### config.mk
export PLATFORM = sky130hd
export DESIGN_NAME = zeroriscy_mmult_seq
export DESIGN_NICKNAME = d
export VERILOG_FILES = /design/src/rtl/zeroriscy_mmult_seq.sv
export SDC_FILE = /design/constraint.sdc
export NUM_CORES = 1
export LEC_CHECK = 0
export ABC_AREA = 1
export CORE_MARGIN = 10
export CORE_UTILIZATION = 49
export CTS_CLUSTER_SIZE = 28
export DETAILED_ROUTE_END_ITERATION = 6
export PLACE_DENSITY = 0.87
export SYNTH_ARGS = -nofsm -noshare
export SYNTH_HDL_FRONTEND = slang
export SYNTH_SLANG_ARGS = --single-unit
### constraint.sdc
create_clock -name clk -period 11.1 [get_ports clk]
set_clock_uncertainty 0.1 [all_clocks]
set_input_delay 3.33 -clock clk [delete_from_list [all_inputs] [get_ports clk]]
set_output_delay 3.33 -clock clk [all_outputs]
set_load 0.01 [all_outputs]
### src/rtl/zeroriscy_mmult_seq.sv
// Dot-product job sequencer feeding the EX-stage MMULT unit.
// Define MMULT_SEQ_PERF_EN to add the busy-cycle counter on perf_cycles_o.
module zeroriscy_mmult_seq #(
  parameter int EXEC_LAT = 4,
  parameter int MAX_LEN  = 64
) (
  input  logic        clk,
  input  logic        rst,
  input  logic        start_i,
  input  logic [31:0] base_a_i,
  input  logic [31:0] base_b_i,
  input  logic [6:0]  len_i,
  output logic        busy_o,
  output logic        done_o,
  output logic        err_o,
  output logic [31:0] result_o,
  output logic        data_req_o,
  output logic [31:0] data_addr_o,
  input  logic        data_gnt_i,
  input  logic        data_rvalid_i,
  input  logic [31:0] data_rdata_i,
  input  logic        data_err_i,
  output logic        mmult_en_o,
  output logic [2:0]  mmult_operator_o,
  output logic [6:0]  mmult_param_o,
  output logic [31:0] mmult_operand_addr_o,
  output logic [31:0] mmult_operand_data_o,
  output logic        mmult_stall_o,
  input  logic [31:0] mmult_result_i,
  output logic [31:0] perf_cycles_o
);

  typedef enum logic [2:0] {
    S_IDLE,
    S_REQ_A,
    S_WAIT_A,
    S_REQ_B,
    S_WAIT_B,
    S_EXEC,
    S_LAT,
    S_DONE
  } state_e;

  localparam logic [2:0] OP_NONE   = 3'b000;
  localparam logic [2:0] OP_LOAD_A = 3'b001;
  localparam logic [2:0] OP_LOAD_B = 3'b010;
  localparam logic [2:0] OP_EXEC   = 3'b011;
  localparam logic [3:0] LAT_INIT  = 4'(EXEC_LAT - 1);
  localparam logic [7:0] MAX_L     = 8'(MAX_LEN);

  state_e      state_q, state_d;
  logic [6:0]  k_q, k_d;
  logic [6:0]  len_q, len_d;
  logic [31:0] base_a_q, base_a_d;
  logic [31:0] base_b_q, base_b_d;
  logic [3:0]  cnt_q, cnt_d;
  logic        err_q, err_d;
  logic [31:0] result_q, result_d;
  logic        en_q, en_d;
  logic [2:0]  op_q, op_d;
  logic [6:0]  param_q, param_d;
  logic [31:0] opaddr_q, opaddr_d;
  logic [31:0] opdata_q, opdata_d;

  logic        in_a;
  logic        req;
  logic [31:0] cur_addr;
  logic        unused_bits;

  assign unused_bits = ^{base_a_i[1:0], base_b_i[1:0]};

  assign in_a = (state_q == S_REQ_A) || (state_q == S_WAIT_A);
  assign req  = (state_q == S_REQ_A) || (state_q == S_REQ_B);
  assign cur_addr = (in_a ? base_a_q : base_b_q)
                  + {23'd0, k_q, 2'b00};

  always_comb begin
    state_d  = state_q;
    k_d      = k_q;
    len_d    = len_q;
    base_a_d = base_a_q;
    base_b_d = base_b_q;
    cnt_d    = cnt_q;
    err_d    = err_q;
    result_d = result_q;
    en_d     = 1'b0;
    op_d     = OP_NONE;
    param_d  = '0;
    opaddr_d = '0;
    opdata_d = '0;
    unique case (state_q)
      S_IDLE: begin
        if (start_i) begin
          err_d = 1'b0;
          k_d   = '0;
          if (len_i == 7'd0) begin
            result_d = '0;
            state_d  = S_DONE;
          end else if ({1'b0, len_i} > MAX_L) begin
            err_d   = 1'b1;
            state_d = S_DONE;
          end else begin
            len_d    = len_i;
            base_a_d = {base_a_i[31:2], 2'b00};
            base_b_d = {base_b_i[31:2], 2'b00};
            state_d  = S_REQ_A;
          end
        end
      end
      S_REQ_A: if (data_gnt_i) state_d = S_WAIT_A;
      S_REQ_B: if (data_gnt_i) state_d = S_WAIT_B;
      S_WAIT_A, S_WAIT_B: begin
        if (data_rvalid_i) begin
          if (data_err_i) begin
            err_d   = 1'b1;
            state_d = S_DONE;
          end else begin
            en_d     = 1'b1;
            op_d     = in_a ? OP_LOAD_A : OP_LOAD_B;
            param_d  = k_q;
            opaddr_d = cur_addr;
            opdata_d = data_rdata_i;
            if (in_a) begin
              state_d = S_REQ_B;
            end else if (k_q == len_q - 7'd1) begin
              state_d = S_EXEC;
            end else begin
              k_d     = k_q + 7'd1;
              state_d = S_REQ_A;
            end
          end
        end
      end
      S_EXEC: begin
        en_d    = 1'b1;
        op_d    = OP_EXEC;
        param_d = len_q - 7'd1;
        cnt_d   = LAT_INIT;
        state_d = S_LAT;
      end
      S_LAT: begin
        if (cnt_q == 4'd0) begin
          result_d = mmult_result_i;
          state_d  = S_DONE;
        end else begin
          cnt_d = cnt_q - 4'd1;
        end
      end
      S_DONE: state_d = S_IDLE;
      default: state_d = S_IDLE;
    endcase
  end

  always_ff @(posedge clk) begin
    if (rst) begin
      state_q  <= S_IDLE;
      k_q      <= '0;
      len_q    <= '0;
      base_a_q <= '0;
      base_b_q <= '0;
      cnt_q    <= '0;
      err_q    <= 1'b0;
      result_q <= '0;
      en_q     <= 1'b0;
      op_q     <= OP_NONE;
      param_q  <= '0;
      opaddr_q <= '0;
      opdata_q <= '0;
    end else begin
      state_q  <= state_d;
      k_q      <= k_d;
      len_q    <= len_d;
      base_a_q <= base_a_d;
      base_b_q <= base_b_d;
      cnt_q    <= cnt_d;
      err_q    <= err_d;
      result_q <= result_d;
      en_q     <= en_d;
      op_q     <= op_d;
      param_q  <= param_d;
      opaddr_q <= opaddr_d;
      opdata_q <= opdata_d;
    end
  end

  assign busy_o               = (state_q != S_IDLE);
  assign done_o               = (state_q == S_DONE);
  assign err_o                = err_q;
  assign result_o             = result_q;
  assign data_req_o           = req;
  assign data_addr_o          = req ? cur_addr : '0;
  assign mmult_en_o           = en_q;
  assign mmult_operator_o     = op_q;
  assign mmult_param_o        = param_q;
  assign mmult_operand_addr_o = opaddr_q;
  assign mmult_operand_data_o = opdata_q;
  assign mmult_stall_o        = busy_o & ~en_q;

`ifdef MMULT_SEQ_PERF_EN
  logic [31:0] perf_q, perf_d;

  always_comb begin
    perf_d = perf_q;
    if ((state_q == S_IDLE) && start_i) begin
      perf_d = '0;
    end else if (busy_o && (perf_q != 32'hFFFF_FFFF)) begin
      perf_d = perf_q + 32'd1;
    end
  end

  always_ff @(posedge clk) begin
    if (rst) perf_q <= '0;
    else     perf_q <= perf_d;
  end

  assign perf_cycles_o = perf_q;
`else
  assign perf_cycles_o = '0;
`endif

endmodule

==> run metrics, run 1 <==
mux cell area share after synthesis 0%; Port Buf Inserts between 200 and 300; busiest layer in global routing met2; RSZ-0062 raised after global routing no; most common cell after layout, fill and taps aside clkdlybuf4s50_1; yosys warns 0; Global Route Usage Sum around 22%; # nets final between 1500 and 2000; number of clock sinks about 190; ys async rst share 0%; status finished clean; HP Class reg -> reg; Combinational Power Share between 30% and 40%; CTS max path bufs 2; DIE HEIGHT approximately 150 um; pwr dens 187 mW/mm^2; EDFF count, synth 0; Global Route met1 Usage a little over a quarter; Worst path max stage delay 0.71 ns; Final Cycle Share 73.8%; Tmin final 8.19 ns; area occupied by multi-input gates 0.00407 mm^2; drc violations 0; main combinational cell family by area after synthesis simple AND/OR/NAND/NOR gates; XOR/XNOR share of the synthesized area under 10%; Reg area between 0.003 and 0.004 mm^2; maxcap violations 0; clk slew on worst S/H paths roughly 0.07 ns; Compound-Gate Fraction of Synth Area 13.8%; vias in the first global route slightly above 8000; Syn Std Cell Area 0.00876 mm^2; Routed WL about 27000 um; Avg Cell Area, Syn between 7 and 8 um^2; critical path's slowest cell nand2_4; GP Congestion ~0.98; Yosys reg bits about 190; most frequent cells in the layout clkdlybuf4s50_1 (274), nand2_1 (216), dfxtp_1 (186); kind of critical path reg -> out; final setup fails 0; Worst IR Drop VDD around 0.18 mV; clock power share roughly a quarter; Max FO, Critical Path slightly above 60; post-synthesis simple-gate area fraction 27.3%; Worst setup SP type flip-flop; Top delay family on crit path simple AND/OR/NAND/NOR gates; highest clock rate 122 MHz; num rows 48; worst path arrival time 4.76 ns; die footprint roughly 0.024 mm^2; Worst Tran Pin Value between 1 and 1.5 ns; ANT nets after route 0; sequential area share after synthesis between 40% and 50%; Hold Vio Cnt, Final 0; Setup crit end kind primary output; largest net degree at the start of global routing 121; leakage dissipation around 4.7 nW; global-route wire length before repair 42800 um; CTS root buf clkbuf_16; most used cell, CP nand2_1; hold_buf cts 0; area grow syn2layout 36.5%; Critical R2R Launch state_q[2]; Psw between 800 and 900 uW; CP required about 7.7 ns; Die W between 150 and 200 um; Post-CTS Resized 0; clock latency on the worst-skew pair ~0.43 ns; Post-Synthesis Cells approximately 1200; grt total ovfl 0; Main synth FF type dfxtp_1; Setup crit start state_q[2]; Slew Limit Fails 0; Hold Crit Start base_b_q[8]; Initial Utilization 50.3%; CTS buffer count 17; Critical path buffers and inverters 4; Via Count ~8500; Int Pwr ~1.4 mW; Power Total between 2 and 2.5 mW; critical-path cell list inv_2, nand3_2, nand2_4, nand2_1, o21ai_0, ha_1, inv_1, fa_1, inv_1, nand2_1, nand3_1, nand2_1, nand2_1, and2_1, nand4_1, a21oi_1, clkdlybuf4s50_1; Post-CTS Setup Bufs 0; routed length per instance around 16 um; slew margin rel. 15.2%; post-route setup TNS 0 ns; hpwl dp about 21000 um; GR Layer Usage met3 ~7.8%; First-pass DRT Iterations 6; Sw Ratio 39.5%; DR iter-0 viols approximately 620; CTS tree yes; core box area 0.0174 mm^2; layout cell share with drive strength beyond 1 7.67%; Seq pwr share 34.5%; drt via density approximately 5.0; H-tree lvl count 4; io pins approximately 320; post-synthesis adder-cell area fraction around 1.8%; Filler cells around 1400; met2 GRT Util a little over a third; initial antenna violation count 2; number of distinct library cells after synthesis 42
-- sequential cells by signal, summed over array words and instances (netlist names) --
signal                flops
result_o                 32
len_q                     7
mmult_param_o             7
k_q                       7
mmult_operator_o          2
state_q                   3
err_o                     1
base_a_q                 30
base_b_q                 30
cnt_q                     4
mmult_operand_addr_o     30
mmult_operand_data_o     32
mmult_en_o                1
-- worst reg2reg max path: stages, from the launching register on --
cell	delay [ns]
dfxtp_1	0.36
inv_2	0.11
nand3_2	0.43
nand2_4	0.71
nand2_1	0.15
o21ai_0	0.14
ha_1	0.21
inv_1	0.05
fa_1	0.43
inv_1	0.09
nand2_1	0.05
nand3_1	0.10
nand2_1	0.06
nand2_1	0.13
and2_1	0.29
xor2_1	0.29
nor2_1	0.07
-- Yosys cell counts, types with 4 or more instances --
master      n  share of area (%)
buf_2      13               0.74
nor2_4      9                1.2
xor2_1     14                1.4
o21ai_2     5               0.50
nor2_2     12               0.86
nand3_2     8               0.91
clkbuf_1   39                1.7
o21ai_0    69                3.9
a21oi_1   136                7.8
nor3_1      7               0.40
inv_2      15               0.64
xnor2_1     5               0.50
buf_6       6               0.77
dfxtp_1   186                 43
inv_1     128                5.5
nor2_1    119                5.1
nand2_2    17                1.2
nand3_1   104                5.9
ha_1       11                1.6
nand4_1    11               0.79
a31oi_1     4               0.29
o21ai_1    13               0.74
buf_4      38                3.3
nand2_1   218                9.3
-- worst paths after layout --
path | to | slack (ns) | cells after the start
worst max-delay path | data_addr_o[26] | 2.91 | 17
worst min-delay path | base_b_q[8] | 0.35 | 2
worst max register to register | mmult_operand_addr_o[10] | 7.19 | 16
worst min register to register | base_b_q[8] | 0.35 | 2
-- power groups by stage --
stage | clock [mW] | combinational (mW) | sequential (mW)
5_1_grt | 0.619 | 0.977 | 0.777
3_3_place_gp | 0 | 0.856 | 0.781
6_report | 0.584 | 0.879 | 0.770
2_1_floorplan | 0 | 0.613 | 0.784
3_5_place_dp | 0 | 0.870 | 0.785
4_1_cts | 0.592 | 0.876 | 0.770
-- metal layers --
metal  up-vias  wire length, um
li1       4276                -
met1      3799            11700
met2       359            12700
met3        24             2520
met4         0              451
met5         -                0
-- cell type report --
class                   instances  share of cell area (%)
diodes                          1                  0.0209
clock inverters                12                   0.963
clock buffers                  19                    3.71
multi-input cells             821                    34.0
inverters                     144                    4.52
repair buffers                279                    23.2
flip-flops and latches        186                    31.1
well taps                     225                    2.36
-- kinds of logic (layout without fill, tap and decap cells) --
family                     after synthesis  in the layout
and+or+nand+nor                        520            520
AOI/OAI and AO/OA                      233            233
xor gates and xnor gates                19             19
adders and majority gates               12             12
buffers and inverters                  241            454
DFF                                    186            186
other                                    1             38
-- per-stage QoR --
stage	util (%)	instance area, um^2	std cells	hold WS, ns	worst slack (ns)
after detailed placement	65.4	11400	1655	0.348	3.57
after floorplan	-	8890	1248	0.325	4.68
after global placement	65.4	11400	1655	0.335	3.62
after CTS	68.6	12000	1686	0.357	3.01
final	68.6	12000	1687	0.355	2.91
after global routing	68.6	12000	1687	0.377	2.68
Power figures use the tool's default switching activity.
==> run 2: changes to the inputs <==
--- a/config.mk
+++ b/config.mk
@@ -7,10 +7,10 @@
 export LEC_CHECK = 0
 export ABC_AREA = 1
 export CORE_MARGIN = 10
-export CORE_UTILIZATION = 49
+export CORE_UTILIZATION = 41
 export CTS_CLUSTER_SIZE = 28
 export DETAILED_ROUTE_END_ITERATION = 6
-export PLACE_DENSITY = 0.87
+export PLACE_DENSITY = 0.77
 export SYNTH_ARGS = -nofsm -noshare
 export SYNTH_HDL_FRONTEND = slang
 export SYNTH_SLANG_ARGS = --single-unit
==> constraint.sdc (replaced) <==
create_clock -name clk -period 6.7 [get_ports clk]
set_clock_uncertainty 0.1 [all_clocks]
set_input_delay 2.01 -clock clk [delete_from_list [all_inputs] [get_ports clk]]
set_output_delay 2.01 -clock clk [all_outputs]
set_load 0.01 [all_outputs]
==> run metrics, run 2 (synthesized netlist as in run 1, its figures left out) <==
status finished clean (unchanged); Worst Tran Pin Value 1.12 ns (was 1.26 ns); critical path's slowest cell clkdlybuf4s50_1 (was nand2_4); Via Count 8525 (was 8458); io pins 317 (unchanged); Hold Vio Cnt, Final 0 (unchanged); DR iter-0 viols 545 (was 619); Worst setup SP type flip-flop (unchanged); core box area 0.0210 mm^2 (was 0.0174 mm^2); Top delay family on crit path simple AND/OR/NAND/NOR gates (unchanged); Routed WL 28200 um (was 27400 um); drc violations 0 (unchanged); RSZ-0062 raised after global routing no (unchanged); Global Route Usage Sum 19.6% (was 22.1%); Post-CTS Resized 0 (unchanged); Critical path buffers and inverters 4 (unchanged); Tmin final between 6 and 7 ns; pwr dens 311 mW/mm^2 (was 187 mW/mm^2); number of clock sinks 186 (unchanged); area grow syn2layout 37.8% (was 36.5%); grt total ovfl 0 (unchanged); Worst path max stage delay 0.59 ns (was 0.71 ns); hpwl dp 21400 um (was 21200 um); Final Cycle Share a little over nine tenths; kind of critical path reg -> out (unchanged); most used cell, CP nand2_1 (unchanged); ANT nets after route 0 (unchanged); # nets final 1606 (was 1602); Worst IR Drop VDD 0.179 mV (was 0.178 mV); Post-CTS Setup Bufs 0 (unchanged); Util after Layout 57.4% (was 68.6%); drt via density 4.89 (was 5.01); worst path arrival time 4.23 ns (was 4.76 ns); DIE HEIGHT 166 um (was 154 um); First-pass DRT Iterations 5 (was 6); CTS root buf clkbuf_16 (unchanged); highest clock rate between 150 and 200 MHz; most common cell after layout, fill and taps aside clkdlybuf4s50_1 (unchanged); layout cell share with drive strength beyond 1 8.05% (was 7.67%); HP Class reg -> reg (unchanged); largest net degree at the start of global routing 106 (was 121); Power Total 3.75 mW (was 2.23 mW); vias in the first global route 8336 (was 8158); hold slack 0.349 ns (was 0.355 ns); CTS tree yes (unchanged); Initial Utilization 41.7% (was 50.3%); clk slew on worst S/H paths 0.07 ns (about the same); die footprint 0.0276 mm^2 (was 0.0236 mm^2); global-route wire length before repair 44600 um (was 42800 um); initial antenna violation count 3 (was 2); Die W 166 um (was 154 um); clock latency on the worst-skew pair 0.44 ns (was 0.43 ns); most frequent cells in the layout clkdlybuf4s50_1 (274), nand2_1 (216), dfxtp_1 (186) (unchanged); GP Congestion 0.878 (was 0.975); CTS buffer count 17 (unchanged); CTS max path bufs 2 (unchanged); leakage dissipation 4.74 nW (was 4.71 nW); num rows 53 (was 48); hold_buf cts 0 (unchanged); CP required 4.59 ns (was 7.67 ns); Max FO, Critical Path 20 (was 61); Port Buf Inserts 275 (unchanged); routed length per instance 16.2 um (about the same); final setup fails 0 (unchanged); post-route setup TNS 0 ns (unchanged); H-tree lvl count 4 (unchanged); slew margin rel. 25.5% (was 15.2%); Setup crit end kind primary output (unchanged); critical-path cell list inv_2, nand3_2, nand2_4, nand2_1, o21ai_0, ha_1, inv_1, fa_1, inv_1, nand2_1, nand3_1, nand2_1, nand2_1, and2_1, nand4_1, a21oi_1, clkdlybuf4s50_1 (unchanged); Slew Limit Fails 0 (unchanged); maxcap violations 0 (unchanged)
==> run 2: changes by cell type in the layout (fill, tap and decap cells not counted) <==
cell        previous run  this run
clkinv_2               2         0
buf_4                  4         8
clkinv_4               2         3
bufinv_16              1         0
clkbuf_1               1         0
diode_2                1         2
clkinvlp_4             3         2
inv_8                  0         3
clkinv_8               0         1
clkbuf_8               1         2
==> run 2: area by class of cell <==
class                   count  area (um^2)
multi-input cells         821         4070
clock buffers              19          453
diodes                      2         5.00
clock inverters            13          126
fillers                  1926         8950
repair buffers            283         2810
flip-flops and latches    186         3720
well taps                 275          344
inverters                 144          541
==> run 2: final timing paths <==
| path | from | to | slack [ns] | cells after the start |
|---|---|---|---|---|
| worst max-delay path | state_q[2] | data_addr_o[26] | 0.36 | 17 |
| worst min-delay path | base_b_q[7] | base_b_q[7] | 0.35 | 2 |
| worst max register to register | state_q[2] | mmult_operand_addr_o[10] | 3.29 | 16 |
| worst min register to register | base_b_q[7] | base_b_q[7] | 0.35 | 2 |
==> run 2: worst min-delay path, cell delays in order, from the launching register on <==
cell and delay (ns):
dfxtp_1 0.30, inv_1 0.05, a21oi_1 0.05
==> run 2: power breakdown <==
group	switching, mW	internal [mW]	total, mW
Combinational	0.972	0.508	1.48
Clock	0.488	0.512	1.00
Sequential	0.0585	1.22	1.27
==> run 2: layer usage <==
metal | GRT usage, % | vias to the layer above | share of wire [%]
met5 | 0 | - | 0.071
li1 | - | 4283 | -
met1 | 23.2 | 3862 | 42
met3 | 8.80 | 35 | 11
met2 | 32.1 | 343 | 46
met4 | 4.01 | 2 | 1.2
==> run 2: per-stage QoR <==
stage / area (um^2) / cells / setup slack (ns)
3_5_place_dp: 11500 / 1709 / 0.847
2_1_floorplan: 8890 / 1248 / 1.60
4_1_cts: 12100 / 1741 / 0.351
6_report: 12100 / 1743 / 0.364
5_1_grt: 12100 / 1741 / 0.00609
3_3_place_gp: 11500 / 1709 / 0.913
==> run 3: changes to the inputs <==
--- a/config.mk
+++ b/config.mk
@@ -6,7 +6,6 @@
 export NUM_CORES = 1
 export LEC_CHECK = 0
 export ABC_AREA = 1
-export CORE_MARGIN = 10
 export CORE_UTILIZATION = 41
 export CTS_CLUSTER_SIZE = 28
 export DETAILED_ROUTE_END_ITERATION = 6
==> run metrics, run 3 (synthesized netlist as in run 1, its figures left out) <==
CTS root buf clkbuf_16 (unchanged); drc violations 0 (unchanged); hpwl dp 18400 um (was 21400 um); initial antenna violation count 3 (unchanged); kind of critical path reg -> out (unchanged); die footprint 0.0219 mm^2 (was 0.0276 mm^2); Setup crit end kind primary output (unchanged); most used cell, CP nand2_1 (unchanged); clk slew on worst S/H paths 0.08 ns (was 0.07 ns); number of clock sinks 186 (unchanged); critical path's slowest cell clkdlybuf4s50_1 (unchanged); CTS tree yes (unchanged); routed length per instance 14.1 um (was 16.2 um); # nets final 1604 (was 1606); H-tree lvl count 4 (unchanged); layout cell share with drive strength beyond 1 7.86% (was 8.05%); Top delay family on crit path simple AND/OR/NAND/NOR gates (unchanged); Worst path max stage delay 0.58 ns (was 0.59 ns); hold slack 0.351 ns (was 0.349 ns); Worst IR Drop VDD 0.201 mV (was 0.179 mV); maxcap violations 0 (unchanged); Post-CTS Setup Bufs 0 (unchanged); Port Buf Inserts 275 (unchanged); Tmin final 6.28 ns (was 6.34 ns); Initial Utilization 41.8% (was 41.7%); highest clock rate 159 MHz (was 158 MHz); clock latency on the worst-skew pair 0.44 ns (about the same); CTS buffer count 17 (unchanged); Die W 148 um (was 166 um); num rows 53 (unchanged); DIE HEIGHT 148 um (was 166 um); most frequent cells in the layout clkdlybuf4s50_1 (274), nand2_1 (216), dfxtp_1 (186) (unchanged); post-route setup TNS 0 ns (unchanged); largest net degree at the start of global routing 121 (was 106); Final Cycle Share 93.8% (was 94.6%); DR iter-0 viols 430 (was 545); most common cell after layout, fill and taps aside clkdlybuf4s50_1 (unchanged); Max FO, Critical Path 20 (unchanged); drt via density 4.84 (was 4.89); Global Route Usage Sum 22.3% (was 19.6%); final setup fails 0 (unchanged); First-pass DRT Iterations 5 (unchanged); global-route wire length before repair 38400 um (was 44600 um); HP Class reg -> reg (unchanged); Critical path buffers and inverters 4 (unchanged); Routed WL 24600 um (was 28200 um); io pins 317 (unchanged); area grow syn2layout 37.5% (was 37.8%); leakage dissipation 4.73 nW (was 4.74 nW); Worst Tran Pin Value 1.16 ns (was 1.12 ns); critical-path cell list inv_2, nand3_2, nand2_4, nand2_1, o21ai_0, ha_1, inv_1, fa_1, inv_1, nand2_1, nand3_1, nand2_1, nand2_1, and2_1, nand4_1, a21oi_1, clkdlybuf4s50_1 (unchanged); CP required 4.59 ns (about the same); core box area 0.0210 mm^2 (about the same); worst path arrival time 4.17 ns (was 4.23 ns); Worst setup SP type flip-flop (unchanged); Power Total 3.72 mW (was 3.75 mW); Hold Vio Cnt, Final 0 (unchanged); pwr dens 309 mW/mm^2 (was 311 mW/mm^2); slew margin rel. 22.7% (was 25.5%); GP Congestion 0.887 (was 0.878); status finished clean (unchanged); vias in the first global route 7806 (was 8336); CTS max path bufs 2 (unchanged); Post-CTS Resized 0 (unchanged); grt total ovfl 0 (unchanged); ANT nets after route 0 (unchanged); Slew Limit Fails 0 (unchanged); RSZ-0062 raised after global routing no (unchanged); Via Count 8428 (was 8525); hold_buf cts 0 (unchanged)
[run 3: through the flow]
stage / setup slack, ns / util, % / std cells / instance area [um^2]
after global placement: 0.921 / 54.7 / 1707 / 11500
after floorplan: 1.60 / - / 1248 / 8890
final: 0.419 / 57.5 / 1740 / 12000
after global routing: 0.0786 / 57.5 / 1739 / 12000
after CTS: 0.383 / 57.5 / 1739 / 12000
after detailed placement: 0.870 / 54.7 / 1707 / 11500
[run 3: per-layer routing]
layer	global-route usage (%)	share of wire, %	up-vias
met1	26.2	42	3800
met2	37.0	46	305
li1	-	-	4283
met5	0	0.11	-
met3	8.50	10	36
met4	7.58	1.9	4
[run 3: worst min-delay path: cells and delay by family, from the launching register on]
family | cells | cell delay (ns)
buffers and inverters | 1 | 0.05
flip-flops | 1 | 0.30
AO/OA/AOI/OAI | 1 | 0.05
[run 3: worst paths after layout]
path | cells past startpoint | slack, ns | end | start
min reg2reg | 2 | 0.35 | base_b_q[2] | base_b_q[2]
max reg2reg | 16 | 3.30 | mmult_operand_addr_o[10] | state_q[2]
min | 2 | 0.35 | base_b_q[2] | base_b_q[2]
max | 17 | 0.42 | data_addr_o[26] | state_q[2]
[run 3: report_power, final]
| group | switching (mW) | internal (mW) | total [mW] |
|---|---|---|---|
| Combinational | 0.963 | 0.507 | 1.47 |
| Clock | 0.476 | 0.504 | 0.979 |
| Sequential | 0.0573 | 1.22 | 1.27 |
| Total | 1.50 | 2.23 | 3.72 |
[run 3: area by class of cell]
type	count	area (um^2)
sequential	186	3720
inverter	144	541
multi-input combinational	821	4070
timing repair buffer	281	2790
fill	2002	8910
clock buffer	19	443
clock inverter	13	129
tap	275	344
antenna	1	2.50
